==> src/rtl/neuron_seq_if.sv <==
// rtl/neuron_seq_if.sv - sequencer-to-datapath bus for one neuron layer
//
// Purpose: groups the memory address bus, the accumulator controls and the
// result handshake that connect neuron_seq to its datapath and consumer.
// Signals:
//   in_addr   - input-vector read address
//   w_addr    - weight read address
//   addr_vld  - in_addr/w_addr valid this cycle
//   bias_addr - bias ROM address (current neuron)
//   acc_sel   - accumulator adds bias instead of its own register
//   acc_en    - accumulator dout captures the sum
//   res_valid - accumulator dout holds the current neuron result
//   res_idx   - neuron index of the result
//   res_ready - consumer accepts the result
// Modports: master = sequencer side, slave = datapath/consumer side.
interface neuron_seq_if #(
  parameter int IN_AW = 4,
  parameter int N_AW  = 4,
  parameter int W_AW  = 8
) ();
  logic [IN_AW-1:0] in_addr;
  logic [W_AW-1:0]  w_addr;
  logic             addr_vld;
  logic [N_AW-1:0]  bias_addr;
  logic             acc_sel;
  logic             acc_en;
  logic             res_valid;
  logic [N_AW-1:0]  res_idx;
  logic             res_ready;

  modport master (
    output in_addr, w_addr, addr_vld, bias_addr, acc_sel, acc_en,
           res_valid, res_idx,
    input  res_ready
  );

  modport slave (
    input  in_addr, w_addr, addr_vld, bias_addr, acc_sel, acc_en,
           res_valid, res_idx,
    output res_ready
  );
endinterface

==> src/rtl/neuron_seq.sv <==
// rtl/neuron_seq.sv - layer sequencer driving a bias-preloaded accumulator
//
// Purpose: on start, evaluates NUM_NEURONS neurons one after another. For each
// neuron it issues NUM_IN input/weight addresses back to back, raises acc_sel
// on the first product and acc_en on the last product (both LAT cycles after
// the matching address), then holds the result on a valid/ready handshake.
// Ports:
//   clk   - clock, rising edge
//   rst   - synchronous active-low reset
//   start - begin a layer (sampled only while idle)
//   busy  - high from start acceptance until done
//   done  - one-cycle pulse after the last result handshake
//   bus   - address, accumulator control and result handshake (master side)
module neuron_seq #(
  parameter int NUM_IN      = 16,
  parameter int NUM_NEURONS = 10,
  parameter int LAT         = 2,
  parameter int IN_AW       = 4,
  parameter int N_AW        = 4,
  parameter int W_AW        = 8
) (
  input  logic              clk,
  input  logic              rst,
  input  logic              start,
  output logic              busy,
  output logic              done,
  neuron_seq_if.master      bus
);

  typedef enum logic [1:0] {IDLE, ISSUE, DRAIN, RESULT} state_t;

  localparam logic [IN_AW-1:0] K_LAST    = IN_AW'(NUM_IN - 1);
  localparam logic [N_AW-1:0]  N_LAST    = N_AW'(NUM_NEURONS - 1);
  localparam logic [W_AW-1:0]  BASE_STEP = W_AW'(NUM_IN);

  state_t           state_q, state_d;
  logic [IN_AW-1:0] k_q, k_d;
  logic [N_AW-1:0]  neuron_q, neuron_d;
  logic [W_AW-1:0]  base_q, base_d;
  logic             done_q, done_d;
  // Delay line of {first, last} markers, qualified by the issue cycle.
  logic [1:0]       pipe_q [LAT];
  logic [1:0]       pipe_d [LAT];

  logic issue;
  logic k_last;
  logic handshake;
  logic delayed_first;
  logic delayed_last;

  always_comb begin
    issue         = (state_q == ISSUE);
    k_last        = (k_q == K_LAST);
    handshake     = (state_q == RESULT) && bus.res_ready;
    delayed_first = pipe_q[LAT-1][1];
    delayed_last  = pipe_q[LAT-1][0];
  end

  // State register
  always_ff @(posedge clk) begin
    if (!rst) begin
      state_q <= IDLE;
    end else begin
      state_q <= state_d;
    end
  end

  // Next-state logic
  always_comb begin
    state_d = state_q;
    case (state_q)
      IDLE:    if (start) state_d = ISSUE;
      ISSUE:   if (k_last) state_d = DRAIN;
      // The cycle after acc_en the accumulator dout holds the result.
      DRAIN:   if (delayed_last) state_d = RESULT;
      RESULT:  if (bus.res_ready) state_d = (neuron_q == N_LAST) ? IDLE : ISSUE;
      default: state_d = IDLE;
    endcase
  end

  // Outputs
  always_comb begin
    bus.addr_vld  = issue;
    bus.in_addr   = issue ? k_q : '0;
    bus.w_addr    = issue ? (base_q + W_AW'(k_q)) : '0;
    bus.bias_addr = neuron_q;
    bus.acc_sel   = delayed_first;
    bus.acc_en    = delayed_last;
    bus.res_valid = (state_q == RESULT);
    bus.res_idx   = neuron_q;
    busy          = (state_q != IDLE);
    done          = done_q;
  end

  // Counters, weight base and marker pipe
  always_comb begin
    k_d      = k_q;
    neuron_d = neuron_q;
    base_d   = base_q;
    done_d   = 1'b0;

    if (issue) begin
      k_d = k_last ? '0 : k_q + IN_AW'(1);
    end

    if ((state_q == IDLE) && start) begin
      neuron_d = '0;
      base_d   = '0;
    end

    // bias_addr moves on the handshake edge, well ahead of the next acc_sel.
    if (handshake) begin
      if (neuron_q == N_LAST) begin
        done_d = 1'b1;
      end else begin
        neuron_d = neuron_q + N_AW'(1);
        base_d   = base_q + BASE_STEP;
      end
    end

    pipe_d[0] = {issue && (k_q == '0), issue && k_last};
    for (int i = 1; i < LAT; i++) begin
      pipe_d[i] = pipe_q[i-1];
    end
  end

  always_ff @(posedge clk) begin
    if (!rst) begin
      k_q      <= '0;
      neuron_q <= '0;
      base_q   <= '0;
      done_q   <= 1'b0;
      for (int i = 0; i < LAT; i++) begin
        pipe_q[i] <= '0;
      end
    end else begin
      k_q      <= k_d;
      neuron_q <= neuron_d;
      base_q   <= base_d;
      done_q   <= done_d;
      for (int i = 0; i < LAT; i++) begin
        pipe_q[i] <= pipe_d[i];
      end
    end
  end

endmodule

==> src/flat_wrapper.sv <==
// flat-port wrapper written by rule: the top's interface ports become plain ports
module neuron_seq_flat 
#(
  parameter int NUM_IN      = 16,
  parameter int NUM_NEURONS = 10,
  parameter int LAT         = 2,
  parameter int IN_AW       = 4,
  parameter int N_AW        = 4,
  parameter int W_AW        = 8
)
  (clk, rst, start, busy, done, bus_in_addr, bus_w_addr, bus_addr_vld, bus_bias_addr, bus_acc_sel, bus_acc_en, bus_res_valid, bus_res_idx, bus_res_ready);
  neuron_seq_if #(.IN_AW(IN_AW), .N_AW(N_AW), .W_AW(W_AW)) bus_i ();
  input  logic clk;
  input  logic rst;
  input  logic start;
  output logic busy;
  output logic done;
  output wire logic [$bits(bus_i.in_addr)-1:0] bus_in_addr;
  output wire logic [$bits(bus_i.w_addr)-1:0] bus_w_addr;
  output wire logic [$bits(bus_i.addr_vld)-1:0] bus_addr_vld;
  output wire logic [$bits(bus_i.bias_addr)-1:0] bus_bias_addr;
  output wire logic [$bits(bus_i.acc_sel)-1:0] bus_acc_sel;
  output wire logic [$bits(bus_i.acc_en)-1:0] bus_acc_en;
  output wire logic [$bits(bus_i.res_valid)-1:0] bus_res_valid;
  output wire logic [$bits(bus_i.res_idx)-1:0] bus_res_idx;
  input wire logic [$bits(bus_i.res_ready)-1:0] bus_res_ready;
  assign bus_in_addr = bus_i.in_addr;
  assign bus_w_addr = bus_i.w_addr;
  assign bus_addr_vld = bus_i.addr_vld;
  assign bus_bias_addr = bus_i.bias_addr;
  assign bus_acc_sel = bus_i.acc_sel;
  assign bus_acc_en = bus_i.acc_en;
  assign bus_res_valid = bus_i.res_valid;
  assign bus_res_idx = bus_i.res_idx;
  assign bus_i.res_ready = bus_res_ready;
  neuron_seq #(.NUM_IN(NUM_IN), .NUM_NEURONS(NUM_NEURONS), .LAT(LAT), .IN_AW(IN_AW), .N_AW(N_AW), .W_AW(W_AW)) u_core (.clk(clk), .rst(rst), .start(start), .busy(busy), .done(done), .bus(bus_i));
endmodule
==> config.mk <==
export PLATFORM = sky130hd
export DESIGN_NAME = neuron_seq_flat
export DESIGN_NICKNAME = d
export VERILOG_FILES = /design/src/rtl/neuron_seq_if.sv /design/src/rtl/neuron_seq.sv /design/src/flat_wrapper.sv
export SDC_FILE = /design/constraint.sdc
export NUM_CORES = 1
export LEC_CHECK = 0
export BUFFER_PORTS_ARGS = -buffer_cell sky130_fd_sc_hd__buf_2
export CELL_PAD_IN_SITES_DETAIL_PLACEMENT = 1
export CELL_PAD_IN_SITES_GLOBAL_PLACEMENT = 1
export CORE_AREA = 2 2 62 64
export CTS_BUF_LIST = sky130_fd_sc_hd__clkbuf_4 sky130_fd_sc_hd__clkbuf_8 sky130_fd_sc_hd__clkbuf_16
export CTS_CLUSTER_DIAMETER = 100
export DETAILED_ROUTE_END_ITERATION = 16
export DIE_AREA = 0 0 64 66
export PLACE_DENSITY_LB_ADDON = 0.1
export SYNTH_ARGS = -nofsm -noshare
export SYNTH_HDL_FRONTEND = slang
export SYNTH_SLANG_ARGS = --single-unit
==> constraint.sdc <==
create_clock -name clk -period 2.2 [get_ports clk]
set_clock_uncertainty 0.2 [all_clocks]
set_input_delay 0.33 -clock clk [delete_from_list [all_inputs] [get_ports clk]]
set_output_delay 0.33 -clock clk [all_outputs]
set_load 0.1 [all_outputs]
==> results of run 1 <==
==> worst max path at each step <==
stage	depth (start not counted)	from	slack (ns)	to
floorplan	6	u_core.k_q[0]	-0.17	bus_w_addr[6]
global placement	7	u_core.k_q[0]	0.02	bus_w_addr[4]
detailed placement	7	u_core.base_q[0]	-0.008	bus_w_addr[4]
finish	7	u_core.k_q[0]	-0.36	bus_w_addr[4]
CTS	7	u_core.k_q[0]	-0.37	bus_w_addr[4]
global route	7	u_core.k_q[0]	-0.45	bus_w_addr[4]
==> through the flow <==
| step | worst slack (ns) | instances |
|---|---|---|
| 3_5_place_dp | -0.008132 | 227 |
| 5_1_grt | -0.4452 | 234 |
| 3_3_place_gp | 0.01619 | 227 |
| 4_1_cts | -0.3693 | 231 |
| 2_1_floorplan | -0.1745 | 151 |
| 6_report | -0.3553 | 234 |
==> layer usage <==
layer,global-route usage (%),share of wire [%],vias to the layer above
met3,1.704,2.6,2
met1,20.17,44,565
li1,-,-,581
met2,32.16,53,17
met5,0,0,-
met4,5.707,0.64,0
==> final cells by class <==
| class | instances | share of cell area, % |
|---|---|---|
| clock buffers | 3 | 1.158 |
| clock inverters | 1 | 0.2572 |
| inverters | 9 | 1.736 |
| multi-input cells | 111 | 51.38 |
| flip-flops and latches | 23 | 24.50 |
| well taps | 48 | 3.087 |
| repair buffers | 39 | 17.88 |
==> critical path: cells and delay by family (launching register included) <==
family          cells  cell delay, ns
compound gates      2            0.39
xor+xnor            1            0.14
fa+ha+maj           2            0.50
buf+inv             1            0.16
flops               1            0.36
simple gates        1            0.17
==> power groups by stage <==
stage | Sequential, mW | Clock, mW | Combinational, mW
after detailed placement | 0.500 | 0 | 0.692
after global placement | 0.497 | 0 | 0.674
final | 0.491 | 0.197 | 0.717
after CTS | 0.489 | 0.204 | 0.697
after global routing | 0.497 | 0.224 | 0.772
after floorplan | 0.522 | 0 | 0.569
==> registers in the layout, indices dropped and copies added, names as in the netlist <==
name,cells
u_core.pipe_q,4
u_core.state_q,2
u_core.bus.bias_addr,4
u_core.base_q,8
u_core.k_q,4
u_core.done,1
==> layout by cell type (no fill, tap or decap), drive strengths merged, types with 5 or more instances in the layout <==
cell type  instances
buf               38
o21ai              6
dfxtp             23
mux2i              6
nor2b              6
ha                14
and2              18
nand2             10
inv                9
nand3              6
a21oi              5
nor2               5
==> kinds of logic (layout without fill, tap and decap cells) <==
family / count (synthesis) / count (layout)
flops: 23 / 23
compound gates: 29 / 29
fa+ha+maj: 15 / 15
buf+inv: 17 / 52
simple gates: 57 / 57
xor+xnor: 4 / 4
mux: 6 / 6
==> timing repair <==
action | CTS | global route
setup buffers | 0 | 3
pin swaps | 7 | 6
endpoints found under the setup margin | 12 | 10
gates resized for setup | 15 | 10
==> reports/summary.txt, run 1 <==
ANT cells: 0
Worst EP arrival: 2.03 ns
Initial core utilization: 38.76%
Critical-path maximum fanout: 3
Tightest Pin Transition: 0.4960 ns
Clk pin slew, worst setup/hold paths: 0.13 ns
Top cells by area, synth: dfxtp_1 (33%), ha_1 (13%), and2_1 (7.7%)
Vias in the first global route: 1182
Clock sinks: 23
Global-route wire length before repair: 5595 um
Clk buf depth: 2
Hold_sp: bus_res_ready
Clock H-tree levels: 1
Post-synthesis cell count: 151
Total die area: 4224 um^2
Failing checks: setup timing
Top-area cell type share of the netlist area: 33.45%
Flops & latches, synth: 23
Fmax: 0.3914 GHz
Worst Hold Endpoint: u_core.done
Area Growth Syn to Fin: 41.36%
CP max stage cell: dfxtp_2
Clock latency on the worst-skew pair: 0.31 ns
Period minus WS final: 2.555 ns
Pint: 0.7533 mW
Switch share: 46.37%
Post-synth ARST share: 0%
Final Hold Fails: 0
Multiplexer area fraction after synthesis: 4.364%
Leak: 0.8537 nW
Total gr overflow: 0
Fin Setup TNS: -1.695 ns
Synth warn: 0
Syn Nets: 170
Pwr Total: 1.405 mW
Leading area contributor after synthesis: dfxtp_1
Residual DRC: 0
Die height: 66 um
Finished Cell Area: 1946 um^2
Cells on worst reg2reg path: 6
Hold path cells: 3
Gpl congestion: 0.7265
Nets: 206
Die X: 64 um
Placed cell area: 1807 um^2
Pwr dens: 722.0 nW/um^2
Startpoint types: flop
Netlist cell types: 37
Setup ws final: -0.3553 ns
Final setup vio count: 7
Largest family of logic cells by synthesized area: simple AND/OR/NAND/NOR gates
Clock Power Share: 14.0%
Area of the multi-input gates: 999.7 um^2
Min-Delay Path Class: input port to flop
Main synth FF type: dfxtp_1
Wirelength, routed: 3453 um
Post-synth EDFFs: 0
Peak VDD IR: 0.0007821 V
FF/Latch Area: 476.7 um^2
Sw Pwr: 0.6514 mW
Synth Cell Area: 1376 um^2
Register area share after synthesis: 33.45%
Hold Buf Count CTS: 0
Largest net degree at the start of global routing: 23
Initial antenna violation count: 0
Port bufs: 29
RR Endpoint: u_core.state_q[0]
Most common cell in the netlist: dfxtp_1
DR WL/cell: 14.76 um
Row count: 22
Crit. End Element: output port
CP Class: flop to output port
Avg Cell Area, Syn: 9.115 um^2
Status: finished, violations left
Post-Synth Adder-Cell Area: 14.18%
Rel. slew slack: 67.16%
RSZ-0062 raised after global routing: yes
Post-Synth XOR/XNOR Area: 2.545%
Vias per Instance: 4.979
Post-Synth Simple-Gate Area: 24.00%
Crit-path max cell delay: 0.36 ns
CTS root buf: clkbuf_4
Post-synth top cells: dfxtp_1 (23), and2_1 (17), ha_1 (14)
Slew Viols, Final: 0
Flop pwr share: 34.9%
DP HPWL: 2524 um
Starting DRC count in detailed routing: 23
Reg2Reg Launch Point: u_core.state_q[0]
Comb power frac: 51.0%
1st-pass router iterations: 4
Total GRT Usage: 17.11%
Worst reg-to-reg setup slack: 0.23 ns
Period utilisation layout: 116.1%
Max-cap violations: 0
CORE AREA: 3551 um^2
ANT nets after route: 0
CTS buffer count: 3
Fraction of layout cells with a size suffix above 1: 44.09%
Synth Area in Compound Gates: 15.64%
Critical path required time: 1.67 ns
Final Util: 54.79%
Crit-path cells: ha_4 -> fa_2 -> a21o_1 -> a21oi_4 -> xnor2_1 -> and2_4 -> buf_12
I/O pins: 30
Min Hold Slack: 0.09818 ns
TritonCTS clock tree: built
Filler cells: 395
DR vias: 1165
Note: power is estimated with default switching activity, not from simulation.
==> inputs of run 2 (changes only) <==
--- a/config.mk
+++ b/config.mk
@@ -5,14 +5,15 @@
 export SDC_FILE = /design/constraint.sdc
 export NUM_CORES = 1
 export LEC_CHECK = 0
+export ABC_AREA = 1
 export BUFFER_PORTS_ARGS = -buffer_cell sky130_fd_sc_hd__buf_2
 export CELL_PAD_IN_SITES_DETAIL_PLACEMENT = 1
 export CELL_PAD_IN_SITES_GLOBAL_PLACEMENT = 1
-export CORE_AREA = 2 2 62 64
+export CORE_AREA = 2 2 64 66
 export CTS_BUF_LIST = sky130_fd_sc_hd__clkbuf_4 sky130_fd_sc_hd__clkbuf_8 sky130_fd_sc_hd__clkbuf_16
 export CTS_CLUSTER_DIAMETER = 100
 export DETAILED_ROUTE_END_ITERATION = 16
-export DIE_AREA = 0 0 64 66
+export DIE_AREA = 0 0 66 68
 export PLACE_DENSITY_LB_ADDON = 0.1
 export SYNTH_ARGS = -nofsm -noshare
 export SYNTH_HDL_FRONTEND = slang
==> run 2 against run 1 <==
Compared with the run above:
- the flow still finishes with violations (setup timing)
- sequential power grew 2%
- first-iteration DRC count up 110%
- global-route usage rose by 1.1 points
- routed wire length rose by 5.2%
- cell count up 18%
- clock power up 44%
- cell area grew 5.2%
- core utilization shrank 1.7 points
- non-clock buffer count is 3 higher
- synthesized area increased by 2.9%
- critical endpoint is now bus_w_addr[6]
- maximum frequency up 9.8%
==> reports/summary.txt, run 2 <==
Total GRT Usage: 18.25% (was 17.11%)
Total gr overflow: 0 (unchanged)
Register area share after synthesis: 32.51% (was 33.45%)
Post-synth top cells: inv_1 (33), nand2_1 (33), dfxtp_1 (23) (was dfxtp_1 (23), and2_1 (17), ha_1 (14))
Critical path required time: 1.67 ns (about the same)
Area Growth Syn to Fin: 44.52% (was 41.36%)
CTS root buf: clkbuf_8 (was clkbuf_4)
Clock H-tree levels: 1 (unchanged)
Leak: 0.9303 nW (was 0.8537 nW)
Max reg flops: 8 (unchanged)
Failing checks: setup timing (unchanged)
Final setup vio count: 5 (was 7)
Residual DRC: 0 (unchanged)
Fmax: 0.4296 GHz (was 0.3914 GHz)
Setup slack at placement: -0.006229 ns (was -0.008132 ns)
Vias in the first global route: 1416 (was 1182)
Setup ws final: -0.1280 ns (was -0.3553 ns)
Total die area: 4488 um^2 (was 4224 um^2)
Filler cells: 472 (was 395)
RSZ-0062 raised after global routing: yes (unchanged)
DR vias: 1316 (was 1165)
Most flops, register: u_core.base_q (unchanged)
Die X: 66 um (was 64 um)
Post-synthesis cell count: 187 (was 151)
Synth Cell Area: 1416 um^2 (was 1376 um^2)
Tightest Pin Transition: 0.4874 ns (was 0.4960 ns)
Commonest non-fill, non-tap cell in the layout: inv_1 (was buf_2)
Pwr dens: 707.6 nW/um^2 (was 722.0 nW/um^2)
Slew Viols, Final: 0 (unchanged)
Clock latency on the worst-skew pair: 0.27 ns (was 0.31 ns)
ANT nets after route: 0 (unchanged)
Port bufs: 29 (unchanged)
I/O pins: 30 (unchanged)
Avg Cell Area, Syn: 7.574 um^2 (was 9.115 um^2)
Leading area contributor after synthesis: dfxtp_1 (unchanged)
Period utilisation layout: 105.8% (was 116.1%)
Main synth FF type: dfxtp_1 (unchanged)
Wirelength, routed: 3632 um (was 3453 um)
TritonCTS clock tree: built (unchanged)
Row count: 23 (was 22)
Area of the multi-input gates: 917.1 um^2 (was 999.7 um^2)
CP Class: flop to output port (unchanged)
Global-route wire length before repair: 6320 um (was 5595 um)
Syn Nets: 206 (was 170)
Crit. End Element: output port (unchanged)
Initial core utilization: 36.73% (was 38.76%)
DR WL/cell: 13.21 um (was 14.76 um)
ANT cells: 0 (unchanged)
Largest net degree at the start of global routing: 16 (was 23)
Final Hold Fails: 0 (unchanged)
Most frequent cells in the layout: inv_1 (31), nand2_1 (30), buf_2 (16) (was buf_2 (16), dfxtp_1 (14), buf_4 (13))
Nets: 245 (was 206)
Startpoint types: flop (unchanged)
Hold Buf Count CTS: 0 (unchanged)
Max-cap violations: 0 (unchanged)
Top-area cell type share of the netlist area: 32.51% (was 33.45%)
Synth warn: 0 (unchanged)
FF/Latch Area: 475.5 um^2 (was 476.7 um^2)
Vias per Instance: 4.785 (was 4.979)
Worst EP arrival: 1.80 ns (was 2.03 ns)
Flops & latches, synth: 23 (unchanged)
Initial antenna violation count: 0 (unchanged)
Gpl congestion: 0.7903 (was 0.7265)
Period minus WS final: 2.328 ns (was 2.555 ns)
Post-synth EDFFs: 0 (unchanged)
Peak VDD IR: 0.0005279 V (was 0.0007821 V)
Top cells by area, synth: dfxtp_1 (33%), ha_1 (12%), inv_1 (8.7%) (was dfxtp_1 (33%), ha_1 (13%), and2_1 (7.7%))
Clk buf depth: 2 (unchanged)
Clock sinks: 23 (unchanged)
CTS buffer count: 3 (unchanged)
Starting DRC count in detailed routing: 49 (was 23)
Rel. slew slack: 67.73% (was 67.16%)
1st-pass router iterations: 4 (unchanged)
CORE AREA: 3856 um^2 (was 3551 um^2)
Min-Delay Path Class: input port to flop (unchanged)
Post-synth ARST share: 0% (unchanged)
Status: finished, violations left (unchanged)
Fraction of layout cells with a size suffix above 1: 42.67% (was 44.09%)
Netlist cell types: 29 (was 37)
DP HPWL: 2784 um (was 2524 um)
Clk pin slew, worst setup/hold paths: 0.09 ns (was 0.13 ns)
Die height: 68 um (was 66 um)
Critical-path maximum fanout: 3 (unchanged)
Pwr Total: 1.449 mW (was 1.405 mW)
==> run 2: changes by cell type after synthesis, sizes merged, moves of 4 or more <==
cell and change:
and2 -18, a21o -4, a21oi +7, nand3 +8, nor2 +12, nor3 +4
inv +26, mux2i -6, nor2b -6, nand2 +27
==> run 2: worst max-delay path, stage by stage (launching register included) <==
cell,delay (ns)
dfxtp_4,0.36
ha_4,0.16
fa_2,0.35
nand3_2,0.09
nand2_4,0.06
buf_6,0.12
nand3_2,0.05
nand2_2,0.06
nor2_4,0.10
buf_12,0.18
==> run 2: stage by stage <==
stage	instances	TNS (ns)	instance area (um^2)	util (%)	hold slack (ns)
2_1_floorplan	187	-0.03363	1551	-	0.1905
3_3_place_gp	267	0	1899	49.25	0.2053
3_5_place_dp	267	-0.006229	1899	49.25	0.2082
4_1_cts	275	-0.4481	2029	52.63	0.1663
5_1_grt	275	-0.9331	2047	53.08	0.2011
6_report	275	-0.4026	2047	53.08	0.1705
==> run 2: final timing paths <==
path	from	to	slack, ns	cells after the start
min	bus_res_ready	u_core.done	0.17	3
max	u_core.k_q[0]	bus_w_addr[6]	-0.13	9
max reg2reg	u_core.state_q[0]	u_core.base_q[7]	0.51	7
min reg2reg	u_core.pipe_q[0][0]	u_core.pipe_q[0][2]	0.23	2
==> run 2: layout make-up <==
class                           instances  share of cell area (%)
Tap cell                               50                   3.056
Timing Repair Buffer                   42                   19.93
Clock buffer                            4                   2.384
Multi-Input combinational cell        121                   44.80
Inverter                               35                   6.601
Sequential cell                        23                   23.23
==> run 2: logic make-up after synthesis <==
family                   count (synthesis)  share of synthesized area [%]
AO/OA/AOI/OAI                           27                          11.57
AND/OR/NAND/NOR                         76                          27.03
buffers and inverters                   43                          13.25
XOR/XNOR                                 3                          1.855
flip-flops                              23                          32.51
adder cells (fa/ha/maj)                 15                          13.78
==> run 2: report_power, final <==
group / internal [mW] / leakage, nW / total (mW) / switching [mW]
combinational: 0.180 / 0.713 / 0.662 / 0.482
clock: 0.142 / 0.0262 / 0.284 / 0.142
sequential: 0.458 / 0.191 / 0.503 / 0.0449
==> run 2: timing repair <==
| action | CTS | global route |
|---|---|---|
| pin swaps | 5 | 0 |
| gates resized for setup | 18 | 7 |
| setup endpoints to repair | 7 | 8 |
| buffers inserted | 4 | 0 |
==> run 2: metal layers <==
layer  GRT usage [%]  routed length, um  vias up
met3           2.467                 94        4
met5               0                  0        -
met4           6.122                 46        0
met1           20.12               1487      629
met2           35.86               2002       20
li1                -                  -      663
